==> config.mk <==
export PLATFORM = sky130hd
export DESIGN_NAME = button_debounce
export DESIGN_NICKNAME = d
export VERILOG_FILES = /design/src/rtl/btn_pkg.sv /design/src/rtl/btn_debounce_chan.sv /design/src/rtl/button_debounce.sv
export SDC_FILE = /design/constraint.sdc
export NUM_CORES = 1
export LEC_CHECK = 0
export CAP_MARGIN = 5
export CORE_AREA = 10 10 182 167
export DETAILED_ROUTE_END_ITERATION = 7
export DIE_AREA = 0 0 192 177
export PLACE_DENSITY_LB_ADDON = 0.05
export SLEW_MARGIN = 25
export SYNTH_ARGS = -nofsm -noshare
export SYNTH_HDL_FRONTEND = slang
export SYNTH_HIERARCHICAL = 1
export SYNTH_SLANG_ARGS = --single-unit
==> constraint.sdc <==
create_clock -name CLK12 -period 2.57 [get_ports CLK12]
set_clock_uncertainty 0.05 [all_clocks]
set_input_delay 0.3855 -clock CLK12 [delete_from_list [all_inputs] [get_ports CLK12]]
set_output_delay 0.3855 -clock CLK12 [all_outputs]
set_load 0.01 [all_outputs]
==> src/rtl/btn_pkg.sv <==
// Shared state encoding and timing defaults for the button_debounce front end.
package btn_pkg;

    typedef enum logic [1:0] {
        REL     = 2'd0,
        REL_CHK = 2'd1,
        PRS     = 2'd2,
        PRS_CHK = 2'd3
    } btn_state_e;

    localparam int DEBOUNCE_10MS_12M   = 120000;
    localparam int REPEAT_DELAY_500MS  = 6000000;
    localparam int REPEAT_PERIOD_100MS = 1200000;

    function automatic int max2(input int a, input int b);
        return (a > b) ? a : b;
    endfunction

endpackage

==> src/rtl/btn_debounce_chan.sv <==
// One button channel: polarity fix, 2-flop synchroniser, debounce FSM.
// Auto-repeat of the press pulse is built only with BTN_REPEAT_EN defined.
module btn_debounce_chan
    import btn_pkg::*;
#(
    parameter int DEBOUNCE_CYCLES = DEBOUNCE_10MS_12M,
`ifdef BTN_REPEAT_EN
    parameter int REPEAT_DELAY    = REPEAT_DELAY_500MS,
    parameter int REPEAT_PERIOD   = REPEAT_PERIOD_100MS,
`endif
    parameter bit ACTIVE_LOW      = 1'b0
) (
    input  logic clk_i,
    input  logic rst_i,
    input  logic pad_i,
    output logic state_o,
    output logic press_o,
    output logic release_o
);

    localparam int CW = $clog2(DEBOUNCE_CYCLES);
    localparam logic [CW-1:0] CNT_LAST = CW'(DEBOUNCE_CYCLES - 2);

    logic [1:0]    sync_q;
    btn_state_e    st_q;
    logic [CW-1:0] cnt_q;
    logic          lvl_q;
    logic          press_q;
    logic          rel_q;
    logic          p;
    logic          s;
    logic          acc_press;
    logic          rep_fire;

    assign p = pad_i ^ ACTIVE_LOW;
    assign s = sync_q[1];

    assign acc_press = (st_q == REL_CHK) && s && (cnt_q == CNT_LAST);

    always_ff @(posedge clk_i or posedge rst_i) begin
        if (rst_i) begin
            sync_q <= 2'b00;
        end else begin
            sync_q <= {sync_q[0], p};
        end
    end

`ifdef BTN_REPEAT_EN
    localparam int RW = $clog2(max2(REPEAT_DELAY, REPEAT_PERIOD)) + 1;
    localparam logic [RW-1:0] R_FIRST = RW'(REPEAT_DELAY - 2);
    localparam logic [RW-1:0] R_NEXT  = RW'(REPEAT_PERIOD - 1);

    logic [RW-1:0] rcnt_q;
    logic          rep_q;
    logic          in_prs;

    assign in_prs   = (st_q == PRS) || (st_q == PRS_CHK);
    assign rep_fire = in_prs && (rcnt_q == (rep_q ? R_NEXT : R_FIRST));

    // Timing is anchored to the accepted press, so a release glitch
    // that falls back to PRS does not restart the repeat schedule.
    always_ff @(posedge clk_i or posedge rst_i) begin
        if (rst_i) begin
            rcnt_q <= '0;
            rep_q  <= 1'b0;
        end else if (acc_press) begin
            rcnt_q <= '0;
            rep_q  <= 1'b0;
        end else if (rep_fire) begin
            rcnt_q <= '0;
            rep_q  <= 1'b1;
        end else if (in_prs) begin
            rcnt_q <= rcnt_q + RW'(1);
        end
    end
`else
    assign rep_fire = 1'b0;
`endif

    always_ff @(posedge clk_i or posedge rst_i) begin
        if (rst_i) begin
            st_q    <= REL;
            cnt_q   <= '0;
            lvl_q   <= 1'b0;
            press_q <= 1'b0;
            rel_q   <= 1'b0;
        end else begin
            press_q <= 1'b0;
            rel_q   <= 1'b0;
            unique case (st_q)
                REL: begin
                    if (s) begin
                        st_q  <= REL_CHK;
                        cnt_q <= '0;
                    end
                end
                REL_CHK: begin
                    if (!s) begin
                        st_q  <= REL;
                        cnt_q <= '0;
                    end else if (cnt_q == CNT_LAST) begin
                        st_q    <= PRS;
                        cnt_q   <= '0;
                        lvl_q   <= 1'b1;
                        press_q <= 1'b1;
                    end else begin
                        cnt_q <= cnt_q + CW'(1);
                    end
                end
                PRS: begin
                    press_q <= rep_fire;
                    if (!s) begin
                        st_q  <= PRS_CHK;
                        cnt_q <= '0;
                    end
                end
                PRS_CHK: begin
                    if (s) begin
                        st_q    <= PRS;
                        cnt_q   <= '0;
                        press_q <= rep_fire;
                    end else if (cnt_q == CNT_LAST) begin
                        st_q  <= REL;
                        cnt_q <= '0;
                        lvl_q <= 1'b0;
                        rel_q <= 1'b1;
                    end else begin
                        cnt_q   <= cnt_q + CW'(1);
                        press_q <= rep_fire;
                    end
                end
                default: begin
                    st_q  <= REL;
                    cnt_q <= '0;
                end
            endcase
        end
    end

    assign state_o   = lvl_q;
    assign press_o   = press_q;
    assign release_o = rel_q;

endmodule

==> src/rtl/button_debounce.sv <==
// N-channel debounced button front end with press/release pulses.
// Define BTN_REPEAT_EN to add auto-repeat press pulses while held.
module button_debounce
    import btn_pkg::*;
#(
    parameter int N_BUTTONS       = 6,
    parameter int DEBOUNCE_CYCLES = DEBOUNCE_10MS_12M,
    parameter bit ACTIVE_LOW      = 1'b0,
    parameter int REPEAT_DELAY    = REPEAT_DELAY_500MS,
    parameter int REPEAT_PERIOD   = REPEAT_PERIOD_100MS
) (
    input  logic                 CLK12,
    input  logic                 RESET,
    input  logic [N_BUTTONS-1:0] BTN_IN,
    output logic [N_BUTTONS-1:0] BTN_STATE,
    output logic [N_BUTTONS-1:0] BTN_PRESS,
    output logic [N_BUTTONS-1:0] BTN_RELEASE,
    output logic                 BTN_ANY
);

    localparam bit CFG_OK = (N_BUTTONS >= 1) && (N_BUTTONS <= 32)
                         && (DEBOUNCE_CYCLES >= 2)
                         && (REPEAT_DELAY >= 2) && (REPEAT_PERIOD >= 1);

    generate
        if (!CFG_OK) begin : g_cfg_err
            $error("button_debounce: parameters out of range");
        end
    endgenerate

    logic any_q;

    genvar i;
    generate
        for (i = 0; i < N_BUTTONS; i++) begin : g_chan
            btn_debounce_chan #(
                .DEBOUNCE_CYCLES(DEBOUNCE_CYCLES),
`ifdef BTN_REPEAT_EN
                .REPEAT_DELAY   (REPEAT_DELAY),
                .REPEAT_PERIOD  (REPEAT_PERIOD),
`endif
                .ACTIVE_LOW     (ACTIVE_LOW)
            ) u_chan (
                .clk_i    (CLK12),
                .rst_i    (RESET),
                .pad_i    (BTN_IN[i]),
                .state_o  (BTN_STATE[i]),
                .press_o  (BTN_PRESS[i]),
                .release_o(BTN_RELEASE[i])
            );
        end
    endgenerate

    always_ff @(posedge CLK12 or posedge RESET) begin
        if (RESET) begin
            any_q <= 1'b0;
        end else begin
            any_q <= |BTN_STATE;
        end
    end

    assign BTN_ANY = any_q;

endmodule

======== Word-level counts from Yosys, hierarchy flattened ========
Index checks and enable logic that the tools add are counted.
operators by class
  add/sub/neg operators ................... 6
  equality and inequality tests ........... 72
  multiplexer cells ....................... 138
  reductions and logical operators ........ 31
operator list
  kind                                                   number
  2-to-1 mux 17 bit                                      30
  case mux 17 bit (4 select lines)                       6
  adder 17 x 1 -> 17 bit, second input constant          6
  == test 17 bit, second input constant                  6
  2-to-1 mux 2 bit                                       36
  2-to-1 mux 1 bit                                       54
  case mux 2 bit (4 select lines)                        6
  inequality test 2 x 1 -> 1 bit, second input constant  18
  inequality test 2 bit, second input constant           18
  AND reduction 5 bit                                    6
  == test 2 bit, second input constant                   12
  AND reduction 4 bit                                    6
  inequality test 3 x 1 -> 1 bit, second input constant  6
  inequality test 3 bit, second input constant           6
  == test 2 x 1 -> 1 bit, second input constant          6
  logical NOT 2 bit                                      6
  case mux 1 bit (2 select lines)                        6
  AND reduction 2 bit                                    6
  nonzero test 2 bit                                     6
  OR reduction 6 bit                                     1
word-level totals
  register bits ........................... 145
  input port bits ......................... 8
  output and inout port bits .............. 19
  logic and storage cells ................. 284

======== Depth between registers and ports, before layout ========
  word-level depth ........................ 4
  depth in mapped cells ................... 9
  depth with buffers taken out ............ 7

======== Hierarchy ========
The synthesis kept the hierarchy.
by module, submodules not included
  module                                     times used  cells an instance  area an instance (µm²)  seq. area each (µm²)
  btn_debounce_chan at g_chan[1].u_chan ...  4           141                1320.0                  600.6
  btn_debounce_chan at g_chan[5].u_chan      1           136                1285.0                  600.6
  btn_debounce_chan at g_chan[0].u_chan      1           135                1272.5                  600.6
  button_debounce                            1           5                  42.5                    25.0

======== Worst setup path after synthesis ========
OpenSTA, ideal clock, no wires.
  path kind ............................... reg2reg
  from .................................... register g_chan[5].u_chan.cnt_q[11]
  to ...................................... register with a tool-made name
  arrival ................................. 1.843 ns
  required time ........................... 2.395 ns
  slack ................................... 0.552 ns
  cell stages (with the launch flop) ...... 7
  clock period less this slack ............ 2.018 ns
  path through ............................ dfrtp_1 -> or4b_4 -> nor4_4 -> or2_1 -> buf_6 -> nand2_2 -> mux2_4
RTL lines
  item                    line                      RTL
  start, declared         btn_debounce_chan.sv:26   logic [CW-1:0] cnt_q;
  start signal, assigned  btn_debounce_chan.sv:107  cnt_q <= cnt_q + CW'(1);
  start signal, assigned  btn_debounce_chan.sv:128  cnt_q <= cnt_q + CW'(1);

======== Final worst setup path ========
  from .................................... register g_chan[5].u_chan.cnt_q[0]
  to ...................................... register g_chan[5].u_chan.cnt_q[14]
between the ends
  cells in the longest elaborated chain, start to end .. 4
ends and longest elaborated chain
  item                                                      line                                                RTL
  adder 17 x 1 -> 17 bit or == test 17 bit (tied branches)  -
  2-to-1 mux 17 bit (*)                                     btn_debounce_chan.sv:101, btn_debounce_chan.sv:122
  2-to-1 mux 17 bit (on tied branches)                      btn_debounce_chan.sv:118, btn_debounce_chan.sv:98
  case mux 17 bit (4 select lines) (*)                      btn_debounce_chan.sv:90                             unique case (st_q)
Every way passes the cells marked *; elsewhere a longest branch is shown, timed or not.
A chain may end at the register's enable or synchronous reset.

==> reports/qor.yml <==
worst_path_max_delay_cell: "nor2_1"
post_drt_wl_per_cell_um: 15.69
synth_top_area_share_pct: 46.05
layout_commonest_cell: "dfrtp_1"
register_area_sq_mm: 0.003628
die_h_um: 177
r2r_setup_slack_ns: 0.34
placedInstanceArea_sq_mm: 0.008534
post-route-drc-count: 0
setup.worst_path.end_class: "flip-flop"
drt-initial-drc-count: 512
route.final.wire_length_mm: 19.39
core_region_area_sq_mm: 0.02660
critPathBufInv: 1
post_cts.resized_instances: 0
area_growth_syn_to_layout_pct: 15.97
synth_flop_cell: "dfrtp_1"
synth_top_cells_by_area: "dfrtp_1 46%, a31oi_1 5.6%, nand2_1 3.8%"
initial_utilization_pct: 29.62
cts_buffer_depth: 2
final_layout_size_suffix_gt1_share_pct: 10.88
final_hold_viol_count: 0
worst_path_largest_cell_delay_ns: 0.78
period_minus_slack_ns: 2.232
timing.hold.worst_endpoint: "g_chan[4].u_chan/sync_q[1]$_DFF_PP0_"
crit-reg2reg-capture: "g_chan[5].u_chan/cnt_q[14]$_DFFE_PP0P_"
grt_overflow: 0
final_nets: 889
min_path_type: "reg -> reg"
preCtsSetupSlack_ns: 0.3418
topRoutingLayerUsed: "met4"
synth_largest_area_cell: "dfrtp_1"
required_time_at_the_endpoint_of_the_critical_path_ns: 2.86
synth_sequential_area_ratio_pct: 46.05
antenna_cells: 0
netlist-cell-type-count: 61
detailroute.wirelength.met2_mm: 8.435
first_global_vias: 6365
port_buffers: 26
finalCritPeriodShare_pct: 86.86
worstSetupPathType: "reg -> reg"
final_core_util_pct: 34.35
dp.final_hpwl_mm: 13.27
vdd_drop_max_mv: 0.4287
async_flop_share_pct: 100.0
synth_area_per_cell_sq_um: 9.381
finalSetupViolations: 0
final_cell_mix: "145 x dfrtp_1, 79 x nand2_1, 71 x a31oi_1"
via_count: 6631
yosys_warnings: 6
cp_cell_sequence: "inv_1 -> ha_1 -> nand4b_1 -> nor4_4 -> nor2_1 -> a41oi_1 -> a31oi_1"
finish.instance_area_sq_mm: 0.009139
critical_path.max_fanout: 15
hold_start: "g_chan[4].u_chan/sync_q[0]$_DFF_PP0_"
clk-insertion-delay-late_ns: 0.42
count_of_flip_flops_with_a_built_in_enable_after_synthesis: 0
area_taken_by_multi_input_logic_gates_sq_mm: 0.003839
post_cts_hold_buffer_count: 0
critPathArrivalTime_ns: 2.52
timing_worst_slew_pin_value_ns: 1.027
max_clock_freq_ghz: 0.4480
die-width_um: 192
boundaryPins: 27
min_delay_path_depth: 0
startpoint_types: "flip-flop"
gp_routability_congestion: 0.7947
routed-wl-met3_um: 709
maxCapViolations: 0
drt_first_pass_iters: 7
cts_sinks: 145
die-area_sq_mm: 0.03398
tritoncts_buffer_count: 17
final-max-slew-violation-count: 0
power_density_cells_mw_per_mm2: 812.5
gr-usage-all-layers_pct: 11.78
post_drt_via_cell_ratio: 5.365
clk_root_buffer_cell: "clkbuf_16"
antenna_violating_nets_post_route: 0
grt_setup_unrepaired: "false"
num-fill-cells: 2673
cts_tree: "yes"
fp-row-count: 57
post_synthesis_net_count: 860
timing.setup.tns_ns: 0
cell_count_after_synthesis: 840
post_cts_setup_repair_bufs: 0
first_pass_grt_wire_length_mm: 33.05
mappedNetlistArea_sq_mm: 0.007880
max_slew_margin_pct: 31.27
synth-seq-cells: 145
timing.reg2reg.worst_path_depth: 7
met1_wl_mm: 9.975
clk_pin_slew_ns: 0.07
grt_start_max_net_pins: 27
worstReg2RegStart: "g_chan[5].u_chan/cnt_q[0]$_DFFE_PP0P_"
power.static_leakage_nw: 3.585
postLayoutSetupSlackWorst_ns: 0.3377
antenna_found_initial: 0
path_delay_family: "simple AND/OR/NAND/NOR gates"
cts_htree_levels: 4
timing.critical_path.from: "g_chan[5].u_chan/cnt_q[0]$_DFFE_PP0P_"
status: "completed"
synth_stat cells, types with 13 or more instances:
library cell / count
nor2_1: 40
nand4_1: 43
nor4_1: 16
nor3_1: 27
or4_1: 16
nand3_1: 53
a21oi_1: 21
dfrtp_1: 145
inv_1: 41
nand3b_1: 16
clkbuf_1: 22
nand2_1: 79
a31oi_1: 71
o21ai_0: 39
o21ai_1: 13
metrics by stage:
step | hold WS [ns] | power, W | instances
2_1_floorplan | 0.06421 | 0.004332 | 840
3_3_place_gp | 0.2845 | 0.004846 | 1204
3_5_place_dp | 0.2918 | 0.004880 | 1204
4_1_cts | 0.3109 | 0.007538 | 1236
5_1_grt | 0.3129 | 0.007945 | 1236
6_report | 0.3060 | 0.007426 | 1236
worst reg2reg max path, stage by stage (launching register included):
cell and delay [ns]:
dfrtp_1 0.41, inv_1 0.06, ha_1 0.20, nand4b_1 0.14, nor4_4 0.06, nor2_1 0.78, a41oi_1 0.24, a31oi_1 0.20
metal layers:
layer  up-vias  track usage (%)
li1       3241                -
met1      3245            16.64
met2       124            17.16
met3        21            2.738
met4         0            4.164
met5         -                0
cell families after synthesis:
group	Yosys count	share of synthesized area (%)
mux	7	1.048
fa+ha+maj	12	1.905
compound gates	202	16.26
simple gates	375	27.85
flops	145	46.05
buf+inv	85	5.240
xor+xnor	14	1.651
sequential cells by signal (all words and copies together) (netlist names), named ones only:
name	cells
g_chan.u_chan/cnt_q	102
g_chan.u_chan/st_q	6
g_chan.u_chan/release_o	6
BTN_ANY	1
g_chan.u_chan/state_o	6
g_chan.u_chan/press_o	6
g_chan.u_chan/sync_q	12
how the worst max path moves through the flow:
stage | end | slack, ns | cells past startpoint
after floorplan | flip-flop | 0.55 | 6
after global placement | flip-flop | 0.36 | 6
after detailed placement | flip-flop | 0.34 | 6
after CTS | flip-flop | 0.33 | 6
after global routing | g_chan[5].u_chan/cnt_q[12]$_DFFE_PP0P_ | 0.12 | 7
final | g_chan[5].u_chan/cnt_q[14]$_DFFE_PP0P_ | 0.34 | 7
power by group:
part | switching [W] | internal [W]
clock network | 0.00102 | 0.00156
logic | 0.00131 | 0.000703
registers | 0.000331 | 0.00250
cell type report:
type / instances / area share, %
clock inverter: 12 / 1.725
inverter: 41 / 1.684
multi-input combinational: 610 / 42.00
sequential: 145 / 39.70
tap: 354 / 4.847
timing repair buffer: 54 / 5.148
clock buffer: 20 / 4.888
Note: power is estimated with default switching activity, not from simulation.
